`src/rtl/contador_ctrl_if.sv`:
```
// Command channel between a command source and contador_ctrl.
//   cmd_valid : source has a command on cmd_start/cmd_end
//   cmd_ready : controller can take a command this cycle
//   cmd_start : counter preload value
//   cmd_end   : terminal counter value
// master = command source, slave = controller.
interface contador_ctrl_if #(
  parameter int WIDTH = 8
);
  logic             cmd_valid;
  logic             cmd_ready;
  logic [WIDTH-1:0] cmd_start;
  logic [WIDTH-1:0] cmd_end;

  modport master (output cmd_valid, output cmd_start, output cmd_end, input cmd_ready);
  modport slave  (input cmd_valid, input cmd_start, input cmd_end, output cmd_ready);
endinterface

```
`src/rtl/contador_ctrl.sv`:
```
// Sequencer for an 8-bit loadable up/down counter (load, key, entrada in;
// counter_out out). Accepts a (start, end) command, preloads the counter,
// steps it one count per clock toward end and freezes it there, then pulses
// done. The counter has no enable, so it is frozen by loading its own value.
// Ports:
//   clock, reset        : posedge clock, synchronous active-high reset
//   cmd (slave)         : command channel (valid/ready, start, end)
//   pause, abort        : freeze counting (RUN) / end the current command
//   cnt_value           : counter_out of the controlled counter
//   cnt_load/key/entrada: counter controls (key 1 = up), all registered
//   busy, done, aborted : status; done/aborted are one-cycle pulses
// The counter samples its controls on negedge, so a value driven here at a
// posedge is visible on cnt_value by the next posedge.
module contador_ctrl #(
  parameter int WIDTH = 8
) (
  input  logic             clock,
  input  logic             reset,
  contador_ctrl_if.slave   cmd,
  input  logic             pause,
  input  logic             abort,
  input  logic [WIDTH-1:0] cnt_value,
  output logic             cnt_load,
  output logic             cnt_key,
  output logic [WIDTH-1:0] cnt_entrada,
  output logic             busy,
  output logic             done,
  output logic             aborted
);

  typedef enum logic [1:0] {IDLE, LOAD, RUN, DONE} state_t;

  state_t           state;
  logic [WIDTH-1:0] start_q;
  logic [WIDTH-1:0] end_q;
  logic             dir_q;

  always_ff @(posedge clock) begin
    if (reset) begin
      state         <= IDLE;
      start_q       <= '0;
      end_q         <= '0;
      dir_q         <= 1'b0;
      cmd.cmd_ready <= 1'b0;
      cnt_load      <= 1'b1;
      cnt_key       <= 1'b0;
      cnt_entrada   <= '0;
      busy          <= 1'b0;
      done          <= 1'b0;
      aborted       <= 1'b0;
    end else begin
      // Default: freeze the counter at its present value.
      done        <= 1'b0;
      aborted     <= 1'b0;
      cnt_load    <= 1'b1;
      cnt_entrada <= cnt_value;
      case (state)
        IDLE: begin
          if (cmd.cmd_valid && cmd.cmd_ready) begin
            start_q       <= cmd.cmd_start;
            end_q         <= cmd.cmd_end;
            dir_q         <= (cmd.cmd_end >= cmd.cmd_start);
            cnt_key       <= (cmd.cmd_end >= cmd.cmd_start);
            // Preload is issued with the accept so the counter holds start
            // by the first LOAD posedge.
            cnt_entrada   <= cmd.cmd_start;
            cmd.cmd_ready <= 1'b0;
            busy          <= 1'b1;
            state         <= LOAD;
          end else begin
            cmd.cmd_ready <= 1'b1;
          end
        end
        LOAD: begin
          if (abort) begin
            busy    <= 1'b0;
            done    <= 1'b1;
            aborted <= 1'b1;
            state   <= DONE;
          end else if (start_q == end_q) begin
            busy  <= 1'b0;
            done  <= 1'b1;
            state <= DONE;
          end else begin
            cnt_load <= 1'b0;
            cnt_key  <= dir_q;
            state    <= RUN;
          end
        end
        RUN: begin
          if (abort) begin
            busy    <= 1'b0;
            done    <= 1'b1;
            aborted <= 1'b1;
            state   <= DONE;
          end else if (cnt_value == end_q) begin
            // Load end_q before the next negedge so the counter never steps
            // past the terminal value.
            cnt_entrada <= end_q;
            busy        <= 1'b0;
            done        <= 1'b1;
            state       <= DONE;
          end else if (!pause) begin
            cnt_load <= 1'b0;
            cnt_key  <= dir_q;
          end
        end
        DONE: begin
          cmd.cmd_ready <= 1'b1;
          state         <= IDLE;
        end
        default: state <= IDLE;
      endcase
    end
  end

endmodule

```
`src/flat_wrapper.sv`:
```
// flat-port wrapper written by rule: the top's interface ports become plain ports
module contador_ctrl_flat 
#(
  parameter int WIDTH = 8
)
  (clock, reset, pause, abort, cnt_value, cnt_load, cnt_key, cnt_entrada, busy, done, aborted, cmd_cmd_valid, cmd_cmd_start, cmd_cmd_end, cmd_cmd_ready);
  contador_ctrl_if #(.WIDTH(WIDTH)) cmd_i ();
  input  logic clock;
  input  logic reset;
  input  logic pause;
  input  logic abort;
  input  logic [WIDTH-1:0] cnt_value;
  output logic cnt_load;
  output logic cnt_key;
  output logic [WIDTH-1:0] cnt_entrada;
  output logic busy;
  output logic done;
  output logic aborted;
  input wire logic [$bits(cmd_i.cmd_valid)-1:0] cmd_cmd_valid;
  input wire logic [$bits(cmd_i.cmd_start)-1:0] cmd_cmd_start;
  input wire logic [$bits(cmd_i.cmd_end)-1:0] cmd_cmd_end;
  output wire logic [$bits(cmd_i.cmd_ready)-1:0] cmd_cmd_ready;
  assign cmd_i.cmd_valid = cmd_cmd_valid;
  assign cmd_i.cmd_start = cmd_cmd_start;
  assign cmd_i.cmd_end = cmd_cmd_end;
  assign cmd_cmd_ready = cmd_i.cmd_ready;
  contador_ctrl #(.WIDTH(WIDTH)) u_core (.clock(clock), .reset(reset), .cmd(cmd_i), .pause(pause), .abort(abort), .cnt_value(cnt_value), .cnt_load(cnt_load), .cnt_key(cnt_key), .cnt_entrada(cnt_entrada), .busy(busy), .done(done), .aborted(aborted));
endmodule
```
`config.mk`:
```
export PLATFORM = sky130hd
export DESIGN_NAME = contador_ctrl_flat
export DESIGN_NICKNAME = d
export VERILOG_FILES = /design/src/rtl/contador_ctrl_if.sv /design/src/rtl/contador_ctrl.sv /design/src/flat_wrapper.sv
export SDC_FILE = /design/constraint.sdc
export NUM_CORES = 1
export LEC_CHECK = 0
export CAP_MARGIN = 10
export CORE_MARGIN = 2
export CORE_UTILIZATION = 51
export DETAILED_ROUTE_END_ITERATION = 16
export GPL_TIMING_DRIVEN = 0
export PLACE_DENSITY = 0.8
export SLEW_MARGIN = 20
export SYNTH_ARGS = -nofsm -noshare
export SYNTH_HDL_FRONTEND = slang
export SYNTH_SLANG_ARGS = --single-unit
```
`constraint.sdc`:
```
create_clock -name clock -period 4.3 [get_ports clock]
set_clock_uncertainty 0.2 [all_clocks]
set_input_delay 1.075 -clock clock [delete_from_list [all_inputs] [get_ports clock]]
set_output_delay 1.075 -clock clock [all_outputs]
set_load 0.01 [all_outputs]
```
==> flow_metrics.env, run 1 <==
export IMPL_status="finished clean"
export IMPL_path_depth=8
export IMPL_cts_made_buffers=5
export IMPL_tritoncts="yes"
export IMPL_max_freq_mhz=356
export IMPL_gr_total_overflow=0
export IMPL_drive_gt1_share_pct=6.35
export IMPL_yosysWarnings=0
export IMPL_use_met3_pct=6.61
export IMPL_clockBufferDepth=2
export IMPL_ir_drop_mv=0.337
export IMPL_critPathTopFamily="buffers and inverters"
export IMPL_fin_crit_sh_pct=65.3
export IMPL_clk_latency_ps=350
export IMPL_cts_root_buffer="clkbuf_4"
export IMPL_netlist_instances=202
export IMPL_grt_use_met2_pct=36.1
export IMPL_rr_worst_depth=8
export IMPL_hold_slack_ps=273
export IMPL_wl_per_cell_um=13.4
export IMPL_die_area_um2=3700
export IMPL_synth_edf_count=0
export IMPL_relSlewSlack_pct=62.4
export IMPL_ys_ff_latch=33
export IMPL_synth_area_um2=1650
export IMPL_cts_sinks=33
export IMPL_end_kind="flip-flop"
export IMPL_die_h_um=60.8
export IMPL_clkTransAtPathRegs_ps=100
export IMPL_drt_wl_total_um=3980
export IMPL_worstHoldStart="u_core.start_q[2]"
export IMPL_io_buffer_count=42
export IMPL_cts_setup_buffers=0
export IMPL_cp_num_buf_inv=2
export IMPL_power_total_mw=1.05
export IMPL_worstReg2RegStart="u_core.state[0]"
export IMPL_vias=1502
export IMPL_power_density_nw_per_um2=482
export IMPL_reg2reg_slack_ps=2170
export IMPL_slowest_delay_ps=480
export IMPL_core_area_um2=3050
export IMPL_first_global_vias=1349
export IMPL_worst_pin_slew_ps=564
export IMPL_final_min_clock_period_ps=2810
export IMPL_timing_max_cap_violations=0
export IMPL_drc=0
export IMPL_yosysSeqAreaShare_pct=40.2
export IMPL_dieWidth_um=60.8
export IMPL_antenna_found_initial=0
export IMPL_tns_ps=0
export IMPL_hold_viol=0
export IMPL_final_cell_mix="45 x nand2_1, 42 x clkdlybuf4s50_1, 33 x dfxtp_1"
export IMPL_grt_pass1_wl_um=6180
export IMPL_hold_class="reg -> reg"
export IMPL_required_ps=4340
export IMPL_final_max_slew_viol_count=0
export IMPL_ys_types=30
export IMPL_ctsHtreeMaxLevel=2
export IMPL_hold_depth=2
export IMPL_final_common_cell="nand2_1"
export IMPL_crit_chain="clkdlybuf4s50_1 > inv_1 > ha_1 > nor3b_1 > o21ai_0 > a211oi_1 > nor3_1 > mux2_2"
export IMPL_globalplace_congestion=0.805
export IMPL_area_delta_synth_final_pct=32.2
export IMPL_syn_area_per_cell_um2=8.15
export IMPL_hpwl_um=2970
export IMPL_rows=20
export IMPL_initialDrtViolationCount=68
export IMPL_via_per_inst=5.07
export IMPL_io_pins=43
export IMPL_r2r_end="u_core.cnt_entrada[0]"
export IMPL_cellLeakagePower_nw=0.842
export IMPL_worstSetupStartpointType="input pin"
export IMPL_hold_buffers=0
export IMPL_antenna_cells=0
export IMPL_critical_path_arrival_ps=2850
export IMPL_rsz0062_at_grt="no"
export IMPL_grt_max_degree=12
export IMPL_drt_pass1_iter_count=4
export IMPL_use_met1_pct=31.6
export IMPL_setup_violations_final=0
export IMPL_min_to="u_core.start_q[2]"
export IMPL_synthArstFlopShare_pct=0
export IMPL_grt_util_all_layers_pct=23.6
export IMPL_crit_path_max_fanout=2
export IMPL_busiest_layer="met2"
export IMPL_ant_nets=0
export IMPL_final_nets=292
export IMPL_initial_utilization_pct=53.9
export IMPL_slowest_stage="clkdlybuf4s50_1"
export IMPL_ctsResizeCount=0
export IMPL_crit_type="in -> reg"
export IMPL_synthesis_nets=243
export IMPL_synth_top_flop_cell="dfxtp_1"
==> sequential cells by signal, summed over array words and instances (netlist names) <==
signal / flops
u_core.end_q: 8
u_core.cnt_load: 1
u_core.cnt_key: 1
u_core.cmd.cmd_ready: 1
u_core.cnt_entrada: 8
u_core.state: 2
u_core.busy: 1
u_core.start_q: 8
u_core.done: 1
u_core.dir_q: 1
u_core.aborted: 1
==> how the worst max path moves through the flow <==
stage,from,endpoint,slack (ps)
final,cmd_cmd_end[0],u_core.cnt_key,1490
after global routing,cmd_cmd_end[0],u_core.cnt_key,1410
after CTS,cmd_cmd_end[0],u_core.cnt_key,1490
after detailed placement,cmd_cmd_end[0],u_core.cnt_key,1130
after global placement,cmd_cmd_end[0],u_core.cnt_key,1150
after floorplan,cmd_cmd_end[0],u_core.cnt_key,1780
==> metal layers <==
metal  vias up  part of all wire [%]
li1        782                     -
met1       665                    47
met2        49                    46
met4         0                   1.5
met3         6                   5.3
met5         -                     0
==> report_power, final <==
part / internal [mW] / switching, mW
combinational: 0.219 / 0.247
clock: 0.0616 / 0.113
sequential: 0.368 / 0.0402
==> tightest hold or removal path, delay by kind of cell, from the launching register on <==
family	cells	cell delay [ps]
DFF	1	330
and+or+nand+nor	1	50
AOI/OAI and AO/OA	1	50
==> metrics by stage <==
step | cell area (µm²) | utilization, % | cells | worst slack [ps]
2_1_floorplan | 1650 | - | 202 | 1780
3_3_place_gp | 2120 | 69.5 | 288 | 1150
3_5_place_dp | 2120 | 69.5 | 288 | 1130
4_1_cts | 2180 | 71.3 | 296 | 1490
5_1_grt | 2180 | 71.3 | 296 | 1410
6_report | 2180 | 71.3 | 296 | 1490
==> Yosys cell counts, drive strengths merged (4+ instances only) <==
cell type,instances,area share (%)
nand2,45,10
dfxtp,33,40
a21oi,30,9.1
xnor2,16,8.5
inv,13,3.0
ha,12,9.1
nor2,9,2.1
o21ai,6,1.8
clkbuf,5,1.1
nand4,4,1.5
nor3,4,1.2
==> cell families (layout without fill, tap and decap cells) <==
| group | after synthesis | in the layout | share of synthesized area, % |
|---|---|---|---|
| XOR/XNOR | 16 | 16 | 8.52 |
| flip-flops | 33 | 33 | 40.2 |
| AO/OA/AOI/OAI | 47 | 47 | 17.0 |
| buffers and inverters | 20 | 70 | 4.72 |
| adder cells (fa/ha/maj) | 12 | 12 | 9.13 |
| multiplexers | 2 | 2 | 1.60 |
| AND/OR/NAND/NOR | 72 | 72 | 18.9 |
==> layout make-up <==
cell class | count | area, µm²
clock inverter | 3 | 17.5
buffer | 7 | 28.8
multi-input combinational | 149 | 907
inverter | 13 | 48.8
clock buffer | 5 | 37.5
tap | 44 | 55.1
fill | 283 | 877
sequential | 33 | 661
timing repair buffer | 42 | 420
(Power assumes the default switching activity.)
==> run 2: changes to the inputs <==
CORE_UTILIZATION = 48   (was 51)
PLACE_DENSITY = 0.76   (was 0.8)
clock period = 2.9 ns   (was 4.3 ns; I/O delays follow)
==> flow_metrics.env, run 2 (same netlist as run 1, synthesis figures left out) <==
export IMPL_status="finished clean"
export IMPL_seqPwrFrac_pct=39.5
export IMPL_required_ps=2930
export IMPL_grt_util_all_layers_pct=21.1
export IMPL_cts_sinks=33
export IMPL_first_global_vias=1386
export IMPL_max_freq_mhz=405
export IMPL_wl_per_cell_um=12.8
export IMPL_ir_drop_mv=0.399
export IMPL_sw_frac_of_total_pct=37.3
export IMPL_worstSetupStartpointType="input pin"
export IMPL_rows=21
export IMPL_globalplace_congestion=0.828
export IMPL_worst_slack_ps=434
export IMPL_drt_pass1_iter_count=4
export IMPL_hold_viol=0
export IMPL_p_int_uw=962
export IMPL_grt_pass1_wl_um=6350
export IMPL_hold_class="reg -> reg"
export IMPL_grt_max_degree=11
export IMPL_tritoncts="yes"
export IMPL_cts_setup_buffers=0
export IMPL_crit_path_max_fanout=5
export IMPL_p_comb_share_pct=44.5
export IMPL_hold_buffers=0
export IMPL_vias=1534
export IMPL_antenna_found_initial=0
export IMPL_clk_latency_ps=340
export IMPL_drc=0
export IMPL_rsz0062_at_grt="no"
export IMPL_cts_root_buffer="clkbuf_4"
export IMPL_post_place_ws_ps=112
export IMPL_final_nets=292
export IMPL_setup_violations_final=0
export IMPL_power_density_nw_per_um2=705
export IMPL_clockBufferDepth=2
export IMPL_end_kind="flip-flop"
export IMPL_power_total_mw=1.53
export IMPL_worst_pin_slew_ps=585
export IMPL_initialDrtViolationCount=66
export IMPL_cellLeakagePower_nw=0.843
export IMPL_core_area_um2=3310
export IMPL_gr_total_overflow=0
export IMPL_nFillCells=303
export IMPL_fin_crit_sh_pct=85.0
export IMPL_relSlewSlack_pct=61.0
export IMPL_io_buffer_count=42
export IMPL_timing_max_cap_violations=0
export IMPL_final_max_slew_viol_count=0
export IMPL_clkPwrFrac_pct=16.0
export IMPL_ctsResizeCount=0
export IMPL_ctsHtreeMaxLevel=2
export IMPL_drt_wl_total_um=3830
export IMPL_initial_utilization_pct=49.7
export IMPL_top_regs="u_core.cnt_entrada x8, u_core.end_q x8, u_core.start_q x8"
export IMPL_antenna_cells=0
export IMPL_die_h_um=62.5
export IMPL_p_sw_uw=572
export IMPL_dieWidth_um=62.5
export IMPL_via_per_inst=5.15
export IMPL_cts_made_buffers=5
export IMPL_drive_gt1_share_pct=5.95
export IMPL_clkTransAtPathRegs_ps=100
export IMPL_tns_ps=0
export IMPL_crit_type="in -> reg"
export IMPL_die_area_um2=3910
export IMPL_io_pins=43
export IMPL_final_min_clock_period_ps=2470
export IMPL_critical_path_arrival_ps=2490
export IMPL_hpwl_um=2940
export IMPL_ant_nets=0
export IMPL_final_cell_mix="45 x nand2_1, 42 x clkdlybuf4s50_1, 33 x dfxtp_1"
export IMPL_area_delta_synth_final_pct=32.2
export IMPL_final_common_cell="nand2_1"
export IMPL_fin_util_pct=65.7
-- run 2: cell count changes in the layout (fill, tap and decap cells not counted), sizes merged --
cell / previous run / this run
clkbuf: 10 / 11
clkinvlp: 1 / 0
-- run 2: power groups by stage --
stage / combinational (mW) / sequential (mW) / clock, mW
after global placement: 0.675 / 0.614 / 0
after floorplan: 0.423 / 0.630 / 0
final: 0.682 / 0.606 / 0.246
after global routing: 0.761 / 0.619 / 0.280
after detailed placement: 0.680 / 0.618 / 0
after CTS: 0.685 / 0.606 / 0.251
-- run 2: layout make-up --
| class | count | area (µm²) | share of cell area [%] |
|---|---|---|---|
| Clock buffer | 6 | 41.3 | 1.90 |
| Clock inverter | 2 | 10.0 | 0.460 |
| Timing Repair Buffer | 42 | 420 | 19.3 |
| Inverter | 13 | 48.8 | 2.24 |
| Tap cell | 46 | 57.6 | 2.65 |
| Sequential cell | 33 | 661 | 30.4 |
| Buffer | 7 | 28.8 | 1.32 |
| Multi-Input combinational cell | 149 | 907 | 41.7 |
-- run 2: worst max-delay path, stage by stage --
cell and delay, ps:
clkdlybuf4s50_1 440, xnor2_1 280, nand4_1 210, o211ai_2 330, o2111ai_2 180, mux2_4 330
-- run 2: worst paths after layout --
path	startpoint	end	slack (ps)	cells after the start
hold / removal	u_core.start_q[2]	u_core.start_q[2]	280	2
hold reg to reg	u_core.start_q[2]	u_core.start_q[2]	280	2
setup reg to reg	u_core.state[0]	u_core.cnt_key	820	6
setup / recovery	cnt_value[1]	u_core.busy	430	6
-- run 2: per-layer routing --
metal,GRT usage (%),up-vias,routed length [µm]
met5,0,-,0
met4,7.50,0,21
met3,6.85,2,212
met2,32.7,46,1830
met1,27.6,703,1770
li1,-,783,-
-- run 2: through the flow --
stage,std cells,hold WS [ps],cell area [µm²]
after global routing,298,290,2170
after global placement,290,255,2120
after CTS,298,275,2170
final,298,276,2170
after floorplan,202,249,1650
after detailed placement,290,261,2120
==> run 3: changes to the inputs <==
clock period = 2.7 ns   (was 2.9 ns; I/O delays follow)
==> results of run 3 <==
The final DEF is identical to that of run 2. Status: finished clean.
Main changes from that run: setup slack after placement 112 ps -> -37.6 ps; setup slack after layout 434 ps -> 284 ps; register-to-register setup slack 820 ps -> 620 ps; total power 1.53 mW -> 1.65 mW; worst IR drop on VDD 0.399 mV -> 0.429 mV
